$ cat config.mk
export PLATFORM = sky130hd
export DESIGN_NAME = melody_sequencer
export DESIGN_NICKNAME = d
export VERILOG_FILES = /design/src/rtl/melody_sequencer.sv
export SDC_FILE = /design/constraint.sdc
export NUM_CORES = 1
export LEC_CHECK = 0
export BUFFER_PORTS_ARGS = -buffer_cell sky130_fd_sc_hd__buf_2
export CORE_MARGIN = 4
export CORE_UTILIZATION = 59
export DETAILED_ROUTE_END_ITERATION = 8
export PLACE_DENSITY = 0.84
export SLEW_MARGIN = 5
export SYNTH_ARGS = -nofsm -noshare
export SYNTH_HDL_FRONTEND = slang
export SYNTH_SLANG_ARGS = --single-unit
export TNS_END_PERCENT = 50
$ cat constraint.sdc
create_clock -name clk -period 3.1 [get_ports clk]
set_input_delay 0.155 -clock clk [delete_from_list [all_inputs] [get_ports clk]]
set_output_delay 0.155 -clock clk [all_outputs]
set_load 0.005 [all_outputs]
$ cat src/rtl/melody_sequencer.sv
// melody_sequencer: steps through a fixed 8-note ROM and emits note frequency, index and status.
// Optional SEQ_TEMPO_EN: tempo_fast halves the beat tick period.
module melody_sequencer #(
    parameter int TICK_DIV  = 6250000,
    parameter int GAP_TICKS = 1
) (
    input  logic        clk,
    input  logic        rst_n,
    input  logic        play,
    input  logic        stop,
    input  logic        loop,
    input  logic        tempo_fast,
    output logic [11:0] freq,
    output logic [2:0]  note_idx,
    output logic        busy,
    output logic        done
);

    localparam int TW = (TICK_DIV > 2) ? $clog2(TICK_DIV) : 1;
    localparam int DW = 8;

    typedef enum logic [1:0] {IDLE, NOTE, GAP} state_t;

    state_t          state_q, state_d;
    logic [TW-1:0]   tick_q, tick_d;
    logic [DW-1:0]   dur_q, dur_d;
    logic [2:0]      idx_q, idx_d;
    logic [11:0]     freq_q, freq_d;
    logic            busy_q, busy_d;
    logic            done_q, done_d;
    logic            tick, adv;

    function automatic logic [11:0] rom_freq(input logic [2:0] i);
        case (i)
            3'd0: rom_freq = 12'd262;
            3'd1: rom_freq = 12'd294;
            3'd2: rom_freq = 12'd330;
            3'd3: rom_freq = 12'd349;
            3'd4: rom_freq = 12'd392;
            3'd5: rom_freq = 12'd440;
            3'd6: rom_freq = 12'd494;
            default: rom_freq = 12'd523;
        endcase
    endfunction

    function automatic logic [DW-1:0] rom_dur(input logic [2:0] i);
        rom_dur = (i == 3'd7) ? DW'(4) : DW'(2);
    endfunction

`ifdef SEQ_TEMPO_EN
    // >= compare so a mid-count switch to fast wraps on the next cycle
    logic [TW-1:0] term;
    assign term = tempo_fast ? TW'(TICK_DIV/2 - 1) : TW'(TICK_DIV - 1);
    assign tick = (tick_q >= term);
`else
    logic unused_tempo;
    assign unused_tempo = tempo_fast;
    assign tick = (tick_q == TW'(TICK_DIV - 1));
`endif

    always_comb begin
        state_d = state_q;
        idx_d   = idx_q;
        dur_d   = dur_q;
        tick_d  = tick ? '0 : tick_q + 1'b1;
        done_d  = 1'b0;
        adv     = 1'b0;

        case (state_q)
            IDLE: begin
                tick_d = '0;
                if (play) begin
                    state_d = NOTE;
                    idx_d   = 3'd0;
                    dur_d   = rom_dur(3'd0);
                end
            end
            NOTE: begin
                if (tick) begin
                    if (dur_q == DW'(1)) begin
                        if (GAP_TICKS != 0) begin
                            state_d = GAP;
                            dur_d   = DW'(GAP_TICKS);
                        end else begin
                            adv = 1'b1;
                        end
                    end else begin
                        dur_d = dur_q - 1'b1;
                    end
                end
            end
            GAP: begin
                if (tick) begin
                    if (dur_q == DW'(1)) adv = 1'b1;
                    else                 dur_d = dur_q - 1'b1;
                end
            end
            default: state_d = IDLE;
        endcase

        // end of note+gap: next note, wrap on loop, or finish
        if (adv) begin
            if (idx_q != 3'd7) begin
                state_d = NOTE;
                idx_d   = idx_q + 1'b1;
                dur_d   = rom_dur(idx_q + 1'b1);
            end else if (loop) begin
                state_d = NOTE;
                idx_d   = 3'd0;
                dur_d   = rom_dur(3'd0);
            end else begin
                state_d = IDLE;
                dur_d   = '0;
                done_d  = 1'b1;
            end
        end

        if (stop) begin
            state_d = IDLE;
            idx_d   = 3'd0;
            dur_d   = '0;
            tick_d  = '0;
            done_d  = 1'b0;
        end

        freq_d = (state_d == NOTE) ? rom_freq(idx_d) : 12'd0;
        busy_d = (state_d != IDLE);
    end

    always_ff @(posedge clk or negedge rst_n) begin
        if (!rst_n) begin
            state_q <= IDLE;
            tick_q  <= '0;
            dur_q   <= '0;
            idx_q   <= 3'd0;
            freq_q  <= 12'd0;
            busy_q  <= 1'b0;
            done_q  <= 1'b0;
        end else begin
            state_q <= state_d;
            tick_q  <= tick_d;
            dur_q   <= dur_d;
            idx_q   <= idx_d;
            freq_q  <= freq_d;
            busy_q  <= busy_d;
            done_q  <= done_d;
        end
    end

    assign freq     = freq_q;
    assign note_idx = idx_q;
    assign busy     = busy_q;
    assign done     = done_q;

endmodule
Word-level counts from Yosys, hierarchy flattened:

Index checks and enable logic that the tools add are counted.

* flip-flop bits (word level): 50
* memory bits (writable): 0
* ROM bits: 0
* latch bits: 0
* output and inout port bits: 17
* logic and storage cells: 69
* input port bits: 6
* memories: 0

* multiply operators: 0
* bitwise logic cells: 0
* magnitude comparators: 0
* divide/modulo/power cells: 0
* mux-type cells: 37
* reduce and logical (&&, ||, !) cells: 5
* shifts and indexed selects: 0
* eq/ne operators: 17
* add/sub/neg operators: 3

Operator list (number)
* $pmux W10 S7: 1
* $mux W23: 3
* $mux W8: 7
* $mux W3: 8
* $pmux W8 S3: 1
* $add A23 B1 Y23 const B: 1
* $eq A23 B23 Y1 const B: 1
* $ne A4 B4 Y1 const B: 4
* $eq A3 B3 Y1 const B: 4
* $mux W12: 1
* $mux W2: 6
* $mux W1: 9
* $eq A8 B1 Y1 const B: 1
* $sub A8 B1 Y8 const B: 1
* $eq A3 B2 Y1 const B: 2
* $pmux W2 S3: 1
* $reduce_and A5 Y1: 1
* $reduce_bool A5 Y1: 1
* $eq A2 B1 Y1 const B: 2
* $add A3 B1 Y3 const B: 1
* $eq A3 B1 Y1 const B: 1
* $logic_not A3 Y1: 1
* $ne A3 B3 Y1 const B: 1
* $eq A2 B2 Y1 const B: 1
* other kinds (2): 2

Longest topological paths before layout:

Gate-level depths: netlist (run 1).

* word-level depth: 9
* depth in mapped cells: 10
* mapped depth without buffers: 9

Worst setup path after synthesis (run 1):

Ideal clock, no wire load.

* path type: register -> register
* start: register dur_q[1]
* end: register freq_q[6], in the netlist freq[6]
* period minus slack after synthesis: 2.484 ns
* data arrival time: 2.377 ns
* path slack: 0.616 ns
* buffers on the path: 0
* stages on the path, launching flop included: 10
* data required time: 2.993 ns
* library setup time: 0.107 ns
* cell sequence: dfrtp_1 > inv_1 > ha_1 > or3b_2 > nand4bb_4 > or3_4 > a21oi_4 > or2_4 > inv_2 > a2111oi_4

* cells in the longest elaborated chain, start to end: 9
* elaborated cells on any way between the ends: 21
* those cells by class: eq/ne: 8; mux: 12; reduce/logical: 1

Ends and longest elaborated chain
* from (decl): RTL line 26 `logic [DW-1:0] dur_q, dur_d;`
* from (signal assigned): RTL line 142 `dur_q <= dur_d;`
* $eq A8 B1 Y1 *: RTL line 80, 94
* $mux W1 *: RTL line 94 `if (dur_q == DW'(1)) adv = 1'b1;`
* $mux W1 *: RTL line 93 `if (tick) begin`
* $mux W1 *
* $mux W3 *: RTL line 102 `if (adv) begin`
* $mux W3 *: RTL line 118 `if (stop) begin`
* net idx_d[2]: RTL line 27 `logic [2:0] idx_q, idx_d;`
* $eq A3 B3 Y1, or another cell as far along: RTL line 34 `case (i)`
* $pmux W10 S7 *: RTL line 34
* $mux W12 *: RTL line 126 `freq_d = (state_d == NOTE) ? rom_freq(idx_d) : 12'd0;`
* net freq_d[6]: RTL line 28 `logic [11:0] freq_q, freq_d;`
* to (signal assigned): RTL line 144 `freq_q <= freq_d;`
* to (decl): RTL line 28

Mark *: on every way through the listed nets, which the timed path passes. The rest lies on a longest branch.
A chain may end at the register's enable or synchronous reset.

Worst setup path in the final report (run 1):

Ends and elaborated chain as after synthesis.

==> reports/qor.yml, run 1 <==
status: "complete, no violations"
cts_buffers: 5
worst-path-stages: 9
synth_area_leaders: "dfrtp_1 (44%), ha_1 (5.5%), nor2_1 (4.2%)"
grt_pass1_vias: 1973
drt-total-wl_um: 5059
drive_gt1_share_pct: 16.61
drv_cap: 0
gp_congestion: 0.8286
finalInstanceArea_mm2: 0.002919
vias: 2078
synth_area_mm2: 0.002709
vdd_drop_max_v: 0.0002792
path_cells: "inv_1 > ha_1 > or3b_2 > nand4bb_4 > or3_4 > a21oi_4 > or2_4 > inv_2 > a2111oi_4"
track_usage_pct: 19.99
p_sw_uw: 321.3
numClockSinks: 48
drc: 0
dieArea_mm2: 0.005740
synth_edf_count: 0
reg2reg_slack_ns: 0.34
critPathKind: "reg2reg"
fin_nets: 312
grt_overflow: 0
port_buffers: 19
path_buf_inv: 2
synth.distinct_cells: 61
ctsHoldBuffers: 0
start_kind: "register"
hp-class: "in2async"
firstDrtPassIters: 4
yosys_warnings: 0
max_slew_margin_pct: 32.44
synth-seq-cells: 48
crit_required_ns: 3.31
fp.dieW_um: 75.76
placed_area_mm2: 0.002823
internal_power_uw: 896.3
worstSkewPairLatency_ns: 0.30
initial_utilization_pct: 61.37
io-pin-count: 23
first_iter_violations: 139
synth_cells: 274
critical-path-max-stage-delay_ns: 0.46
clockPowerShare_pct: 32.6
tightest_slew_ns: 1.013
min_period_ns: 2.765
synth_xor_area_share_pct: 5.173
setup_viol: 0
p_leak_nw: 1.261
async_flop_share_pct: 100.0
cts_root_buf: "clkbuf_8"
cts_max_level: 2
yosys.area.top_type: "dfrtp_1"
synthSimpleGateAreaFrac_pct: 26.42
ant_nets: 0
grt_start_max_net_pins: 49
arrival_ns: 2.97
ys_seq_area_share_pct: 44.34
synth_fa_ha_area_share_pct: 5.543
hold_viol: 0
r2r-start: "dur_q[1]"
timing.rr.end: "freq[6]"
syn2layout_area_growth_pct: 7.760
p_per_area_mw_per_mm2: 417.1
skew_ns: 0.008011
synth_compound_area_share_pct: 14.00
finalSetupTns_ns: 0
rsz0062_at_grt: "no"
synth_top_area_share_pct: 44.34
p_sw_share_pct: 26.39
p_comb_share_pct: 12.8
period_share_pct: 89.18
end_kind: "register"
cts_tree: "done"
slowest_stage: "or3b_2"
fillerInstances: 349
synth-main-ff-cell: "dfrtp_1"
r2r_cells: 9
cts.path.max_buffers: 2
drv_slew: 0
path_delay_family: "simple AND/OR/NAND/NOR gates"
syn_avg_cell_area_um2: 9.886
cts_resized: 0
num_rows: 24
post-dp-hpwl_um: 3591
core-area_mm2: 0.004414
fp.dieH_um: 75.76
synth_top_family_by_area: "simple AND/OR/NAND/NOR gates"
cp_max_fo: 11
antenna_found_initial: 0
antenna_cells: 0
power_frac_seq_pct: 54.6
wl_per_cell_um: 14.58
muxShareOfSynthArea_pct: 0.7390
cts_setup_buffers: 0
power.total_mw: 1.218
fmax_ghz: 0.3617
clk_pin_slew_ns: 0.09
vias_per_cell: 5.988
grt_pass1_wl_um: 8804
-- sequential cells by signal, indices dropped and copies added (netlist names) --
| register | count |
|---|---|
| note_idx | 3 |
| busy | 1 |
| freq | 10 |
| done | 1 |
| tick_q | 23 |
| dur_q | 8 |
| state_q | 2 |
-- worst max path at each step --
stage                    from       to  slack, ns
global placement     dur_q[1]  freq[6]       0.40
global route        tick_q[0]  freq[4]       0.12
CTS                  dur_q[1]  freq[6]       0.34
finish               dur_q[1]  freq[6]       0.34
detailed placement   dur_q[1]  freq[6]       0.38
floorplan            dur_q[1]  freq[6]       0.62
-- metal layers --
layer	GRT usage (%)	part of all wire [%]	up-vias
met5	0	0	-
met4	7.767	2.0	0
met3	5.013	3.8	12
met2	32.32	49	42
met1	25.71	45	1005
li1	-	-	1019
-- area by class of cell --
cell class	instances	area [µm²]	share of cell area [%]
timing repair buffer	20	102.6	3.515
sequential	48	1201	41.15
inverter	11	41.29	1.414
tap	52	65.06	2.229
clock buffer	6	82.58	2.829
clock inverter	2	13.76	0.4715
multi-input combinational	208	1413	48.39
-- power by group through the flow --
stage	Sequential (mW)	Clock (mW)	Combinational (mW)
after floorplan	0.673	0	0.118
after global placement	0.676	0	0.153
after detailed placement	0.676	0	0.157
after CTS	0.664	0.410	0.158
after global routing	0.667	0.438	0.180
final	0.664	0.397	0.156
-- cell families (layout without fill, tap and decap cells) --
group,Yosys count,count (layout)
buf+inv,19,39
compound gates,57,57
other cells,1,2
simple gates,119,119
xor+xnor,16,16
fa+ha+maj,12,12
flops,48,48
mux,2,2
-- placed cells by master (no fill, tap or decap), drive strengths merged, types with 2 or more instances in the layout --
cell / count
or3: 9
nand4bb: 2
and3: 6
nand4: 5
a21oi: 21
o21bai: 4
o21ba: 2
ha: 12
nor4b: 2
a31oi: 2
xnor2: 10
xor2: 6
a211oi: 3
dfrtp: 48
nor4bb: 4
nor2: 30
nand2: 16
nand3: 7
or4: 3
nor4: 5
inv: 12
and4b: 2
conb: 2
nand2b: 3
clkbuf: 6
o22ai: 2
or3b: 2
or2b: 2
buf: 20
or2: 2
mux2i: 2
a2111oi: 2
o21ai: 16
nor3: 11
and2: 3
-- synth_stat cells, drive strengths merged (3+ instances only) --
library cell	instances
o21bai	4
xor2	6
nand2	16
xnor2	10
nor4bb	4
or4	3
nor4	5
and2	3
or3	9
inv	11
nand3	7
a211oi	3
and3	6
clkbuf	3
nor3	11
a21oi	21
ha	12
nand4	5
nor2	30
buf	4
nand2b	3
o21ai	16
dfrtp	48
-- per-stage QoR --
step | hold WS [ns] | instances | worst slack, ns | utilization (%)
after floorplan | -0.1406 | 275 | 0.6163 | -
after global placement | 0.3930 | 339 | 0.4015 | 63.95
after detailed placement | 0.4035 | 339 | 0.3769 | 63.95
after CTS | 0.06024 | 347 | 0.3448 | 66.13
after global routing | 0.1170 | 347 | 0.1247 | 66.13
final | 0.02072 | 347 | 0.3355 | 66.13
Power figures use the tool's default switching activity.
==> run 2, diff against run 1 <==
CORE_UTILIZATION = 25   (was 59)
PLACE_DENSITY = 0.45   (was 0.84)
clock period = 3.6 ns   (was 3.1 ns; I/O delays follow)
==> run 2 against run 1 <==
Against the previous run:
- the flow now finishes with violations (negative hold slack)
- clock skew down 0.0023 ns
- register-to-register slack better by 0.46 ns
- sequential power shrank 14%
- critical path depth unchanged
- routed wire length increased by 12%
- critical endpoint unchanged
- largest power group unchanged
==> reports/qor.yml, run 2 (same netlist as run 1, synthesis figures left out) <==
status: "finished, violations left"
violations: "negative hold slack"
drc: 0
timing.rr.end: "freq[6]"
firstDrtPassIters: 4
ant_nets: 0
drv_slew: 0
regMostFlops: "tick_q"
final_common_cell: "dfrtp_1"
finalSetupTns_ns: 0
vias_per_cell: 4.683
power_frac_seq_pct: 57.1
grt_pass1_vias: 2043
hp-class: "in2async"
r2r_cells: 9
seq_area_mm2: 0.001201
p_leak_nw: 1.250
vias: 2009
cts_setup_buffers: 0
dieArea_mm2: 0.01257
fmax_ghz: 0.3564
p_sw_share_pct: 25.98
initial_utilization_pct: 26.01
cts_buffers: 5
grt_pass1_wl_um: 9880
cts_resized: 0
multi_input_area_mm2: 0.001413
skew_ns: 0.005671
num_rows: 37
fp.dieH_um: 112.1
r2r-start: "dur_q[1]"
slowest_stage: "or3_4"
p_sw_uw: 260.2
fin_hold_ws_ns: -0.01217
drv_cap: 0
reg2reg_slack_ns: 0.79
power.total_mw: 1.001
drive_gt1_share_pct: 16.04
grt_start_max_net_pins: 49
critPathKind: "reg2reg"
tightest_slew_ns: 0.7926
ctsHoldBuffers: 0
largest_reg_flops: 23
p_per_area_mw_per_mm2: 333.3
rsz0062_at_grt: "no"
worstSkewPairLatency_ns: 0.29
crit_required_ns: 3.79
port_buffers: 19
core-area_mm2: 0.01042
cts_root_buf: "clkbuf_8"
hold_viol: 16
vdd_drop_max_v: 0.0001276
numClockSinks: 48
gp_congestion: 0.7555
layout_common_cells: "dfrtp_1 (48), nor2_1 (30), buf_2 (19)"
wl_per_cell_um: 13.16
fin_nets: 313
start_kind: "register"
track_usage_pct: 9.371
internal_power_uw: 741.1
antenna_cells: 0
clk_pin_slew_ns: 0.08
grt_overflow: 0
cts.path.max_buffers: 2
antenna_found_initial: 0
min_period_ns: 2.805
period_share_pct: 77.93
startpoint: "dur_q[1]"
syn2layout_area_growth_pct: 10.90
first_iter_violations: 81
end_kind: "register"
cp_max_fo: 11
setup_viol: 0
drt-total-wl_um: 5645
clockPowerShare_pct: 29.0
post-dp-hpwl_um: 3955
critical-path-max-stage-delay_ns: 0.47
max_slew_margin_pct: 45.79
arrival_ns: 2.99
io-pin-count: 23
fp.dieW_um: 112.1
cts_max_level: 2
fillerInstances: 1094
cts_tree: "done"
path_cells: "inv_1 > ha_1 > or3b_2 > nand4bb_4 > or3_4 > a21oi_4 > or2_4 > inv_2 > a2111oi_4"
p_comb_share_pct: 13.9
-- run 2: cell count changes in the layout (fill, tap and decap cells not counted), sizes merged --
cell	change
buf	+1
clkbuf	-1
clkinv	-1
inv	-1
-- run 2: cell type report --
| type | instances | area share [%] |
|---|---|---|
| multi-input combinational | 208 | 47.02 |
| timing repair buffer | 21 | 3.665 |
| sequential | 48 | 39.98 |
| inverter | 11 | 1.374 |
| clock buffer | 5 | 2.291 |
| tap | 136 | 5.664 |
-- run 2: power by group through the flow --
stage / combinational [mW] / clock (mW) / sequential, mW
CTS: 0.142 / 0.316 / 0.573
global route: 0.159 / 0.336 / 0.577
global placement: 0.140 / 0 / 0.583
detailed placement: 0.141 / 0 / 0.584
floorplan: 0.102 / 0 / 0.580
finish: 0.139 / 0.290 / 0.572
-- run 2: critical path, delay by kind of cell, from the launching register on --
kind	cells	cell delay (ns)
simple gates	4	1.46
buf+inv	2	0.15
fa+ha+maj	1	0.14
flops	1	0.39
compound gates	2	0.56
-- run 2: routing by layer --
layer	up-vias	global-route usage [%]	part of all wire, %
met5	-	0	0
met4	0	2.244	0.73
met3	4	1.995	2.0
met2	21	15.10	45
met1	968	12.91	52
li1	1016	-	-
-- run 2: per-stage QoR --
step / setup slack [ns] / instance area [µm²] / cells / hold WS, ns / util, %
2_1_floorplan: 1.116 / 2713 / 275 / -0.1156 / -
3_3_place_gp: 0.8155 / 2935 / 424 / 0.3475 / 28.18
3_5_place_dp: 0.7896 / 2935 / 424 / 0.3506 / 28.18
4_1_cts: 0.7517 / 3004 / 429 / 0.02284 / 28.84
5_1_grt: 0.6296 / 3004 / 429 / 0.04678 / 28.84
6_report: 0.7945 / 3004 / 429 / -0.01217 / 28.84
-- run 2: worst max path at each step --
| stage | end |
|---|---|
| floorplan | freq[6] |
| global placement | freq[6] |
| detailed placement | freq[6] |
| CTS | freq[6] |
| global route | freq[4] |
| finish | freq[6] |
==> run 3, diff against run 2 <==
ABC_AREA = 1   (was default)
clock period = 2.9 ns   (was 3.6 ns; I/O delays follow)
==> run 3 against run 2 <==
Against the previous run:
- the flow now finishes without violations
- fmax is 27% higher
- clock skew up 0.0013 ns
- routed wire length increased by 19%
- synthesized area increased by 10%
- critical endpoint is now dur_q[7]
- hold slack improved by 0.18 ns
==> reports/qor.yml, run 3 <==
fin_hold_ws_ns: 0.1716
min_from: "stop"
arrival_ns: 2.42
synth_edf_count: 0
synth_area_mm2: 0.002993
drv_cap: 0
internal_power_mw: 1.334
regMostFlops: "tick_q"
slowest_stage: "ha_1"
grt_pass1_vias: 2463
post-dp-hpwl_um: 5131
largest_reg_flops: 23
cts_buffers: 5
fin_nets: 424
hold_viol: 0
cts_tree: "done"
core-area_mm2: 0.01156
skew_ns: 0.006972
track_usage_pct: 10.21
grt_start_max_net_pins: 32
p_comb_share_pct: 11.0
cts_root_buf: "clkbuf_16"
crit_top_cell: "inv_1"
status: "complete, no violations"
ant_nets: 0
port_buffers: 19
critical-path-max-stage-delay_ns: 0.44
end_kind: "register"
min_period_ns: 2.207
r2r_cells: 10
p_sw_uw: 396.5
hp-class: "in2reg"
ys_seq_area_share_pct: 40.13
crit_required_ns: 3.11
yosys_warnings: 0
vdd_drop_max_v: 0.0002751
synth-seq-cells: 48
ys_top_cells_by_count: "nand2_1 (71), nor2_1 (51), dfrtp_1 (48)"
drc: 0
antenna_cells: 0
yosys.area.top_type: "dfrtp_1"
final_cells: 550
numClockSinks: 48
hold_end: "note_idx[1]"
cts_resized: 0
cts.path.max_buffers: 2
wl_per_cell_um: 12.26
clockPowerShare_pct: 48.6
cp_max_fo: 11
holdPathStages: 2
fmax_ghz: 0.4531
antenna_found_initial: 0
period_share_pct: 76.10
num_rows: 39
fillerInstances: 1199
drive_gt1_share_pct: 19.66
path_buf_inv: 2
firstDrtPassIters: 4
finalSetupTns_ns: 0
yosysMostFrequentCell: "nand2_1"
async_flop_share_pct: 100.0
first_iter_violations: 136
syn_avg_cell_area_um2: 7.855
cts_max_level: 2
dp.cells: 541
grt_pass1_wl_um: 11950
r2r-start: "state_q[0]"
drt-total-wl_um: 6742
reg2reg_slack_ns: 0.69
synth_area_leaders: "dfrtp_1 (40%), nand2_1 (8.9%), nor2_1 (6.4%)"
fp.dieW_um: 117.4
io-pin-count: 23
start_kind: "register"
synth_top_area_share_pct: 40.13
path_cells: "inv_1 > ha_1 > inv_1 > nor2_2 > a21oi_1 > o21ai_4 > nand2_4 > o21ai_1 > nand2_1 > nor2_1"
p_leak_nw: 1.604
final_common_cell: "nand2_1"
rsz0062_at_grt: "no"
grt_overflow: 0
initial_utilization_pct: 25.88
p_per_area_mw_per_mm2: 497.4
synth.distinct_cells: 40
busiest_layer: "met2"
fp.dieH_um: 117.4
gp_congestion: 0.7721
max_slew_margin_pct: 50.62
setup_viol: 0
tightest_slew_ns: 0.7406
power_frac_seq_pct: 40.5
dieArea_mm2: 0.01379
use_met3_pct: 2.310
syn2layout_area_growth_pct: 16.22
worstSkewPairLatency_ns: 0.29
synth_cells: 381
p_sw_share_pct: 22.92
gr-usage-met1_pct: 14.82
drv_slew: 0
path_delay_family: "compound AO/OA/AOI/OAI gates"
clk_pin_slew_ns: 0.07
vias_per_cell: 4.447
synth-main-ff-cell: "dfrtp_1"
timing.rr.end: "dur_q[7]"
grt.met2_usage_pct: 15.64
critPathKind: "reg2reg"
vias: 2446
layout_common_cells: "nand2_1 (71), nor2_1 (51), dfrtp_1 (48)"
[run 3: cell count changes in the layout (fill, tap and decap cells not counted), moves of 6 or more]
| cell | delta |
|---|---|
| inv_1 | +36 |
| inv_2 | +8 |
| nand2_1 | +55 |
| nand2_2 | +6 |
| nand3_1 | +14 |
| nor2_1 | +21 |
| nor2_2 | +10 |
| or3_1 | -7 |
| xnor2_1 | -7 |
[run 3: cell families (layout without fill, tap and decap cells)]
family / after synthesis / after routing / synth area share [%]
xor gates and xnor gates: 13 / 13 / 3.804
DFF: 48 / 48 / 40.13
AOI/OAI and AO/OA: 43 / 43 / 8.570
buffers and inverters: 62 / 87 / 8.528
other: 1 / 2 / 0.1253
and+or+nand+nor: 202 / 202 / 33.82
adders and majority gates: 12 / 12 / 5.017
[run 3: worst max path at each step]
stage	start	endpoint	depth (start not counted)
finish	state_q[0]	dur_q[7]	10
global route	state_q[1]	freq[1]	13
CTS	state_q[0]	dur_q[7]	10
detailed placement	state_q[0]	dur_q[7]	10
global placement	state_q[0]	dur_q[5]	10
floorplan	state_q[0]	dur_q[7]	11
[run 3: repair_timing]
item	in CTS	in global routing
hold buffers	1	0
buffers inserted	0	0
hold endpoints to repair	30	0
[run 3: per-stage QoR]
stage               util, %  power (mW)  cell area [µm²]  worst slack, ns
floorplan                 -      0.8490             2997            1.001
global placement      28.13      0.9057             3253           0.7380
detailed placement    28.13      0.9042             3253           0.7039
CTS                   30.08       1.758             3478           0.6714
global route          30.08       1.811             3478           0.4722
finish                30.08       1.730             3478           0.6930
[run 3: layout make-up]
class / count / area, µm² / area share (%)
multi-input cells: 272 / 1540 / 44.28
clock buffers: 5 / 125.1 / 3.597
inverters: 56 / 215.2 / 6.187
clock inverters: 3 / 90.09 / 2.590
repair buffers: 23 / 127.6 / 3.669
well taps: 143 / 178.9 / 5.144
flip-flops and latches: 48 / 1201 / 34.53
[run 3: per-layer routing]
metal	vias up	share of wire, %
met5	-	0
met4	0	0.61
met3	4	5.0
met2	37	43
met1	1137	51
li1	1268	-
[run 3: power by group through the flow]
stage	Sequential, mW	Combinational, mW	Clock (mW)
floorplan	0.711	0.138	0
global placement	0.713	0.193	0
detailed placement	0.713	0.191	0
CTS	0.700	0.194	0.865
global route	0.702	0.220	0.889
finish	0.700	0.190	0.840
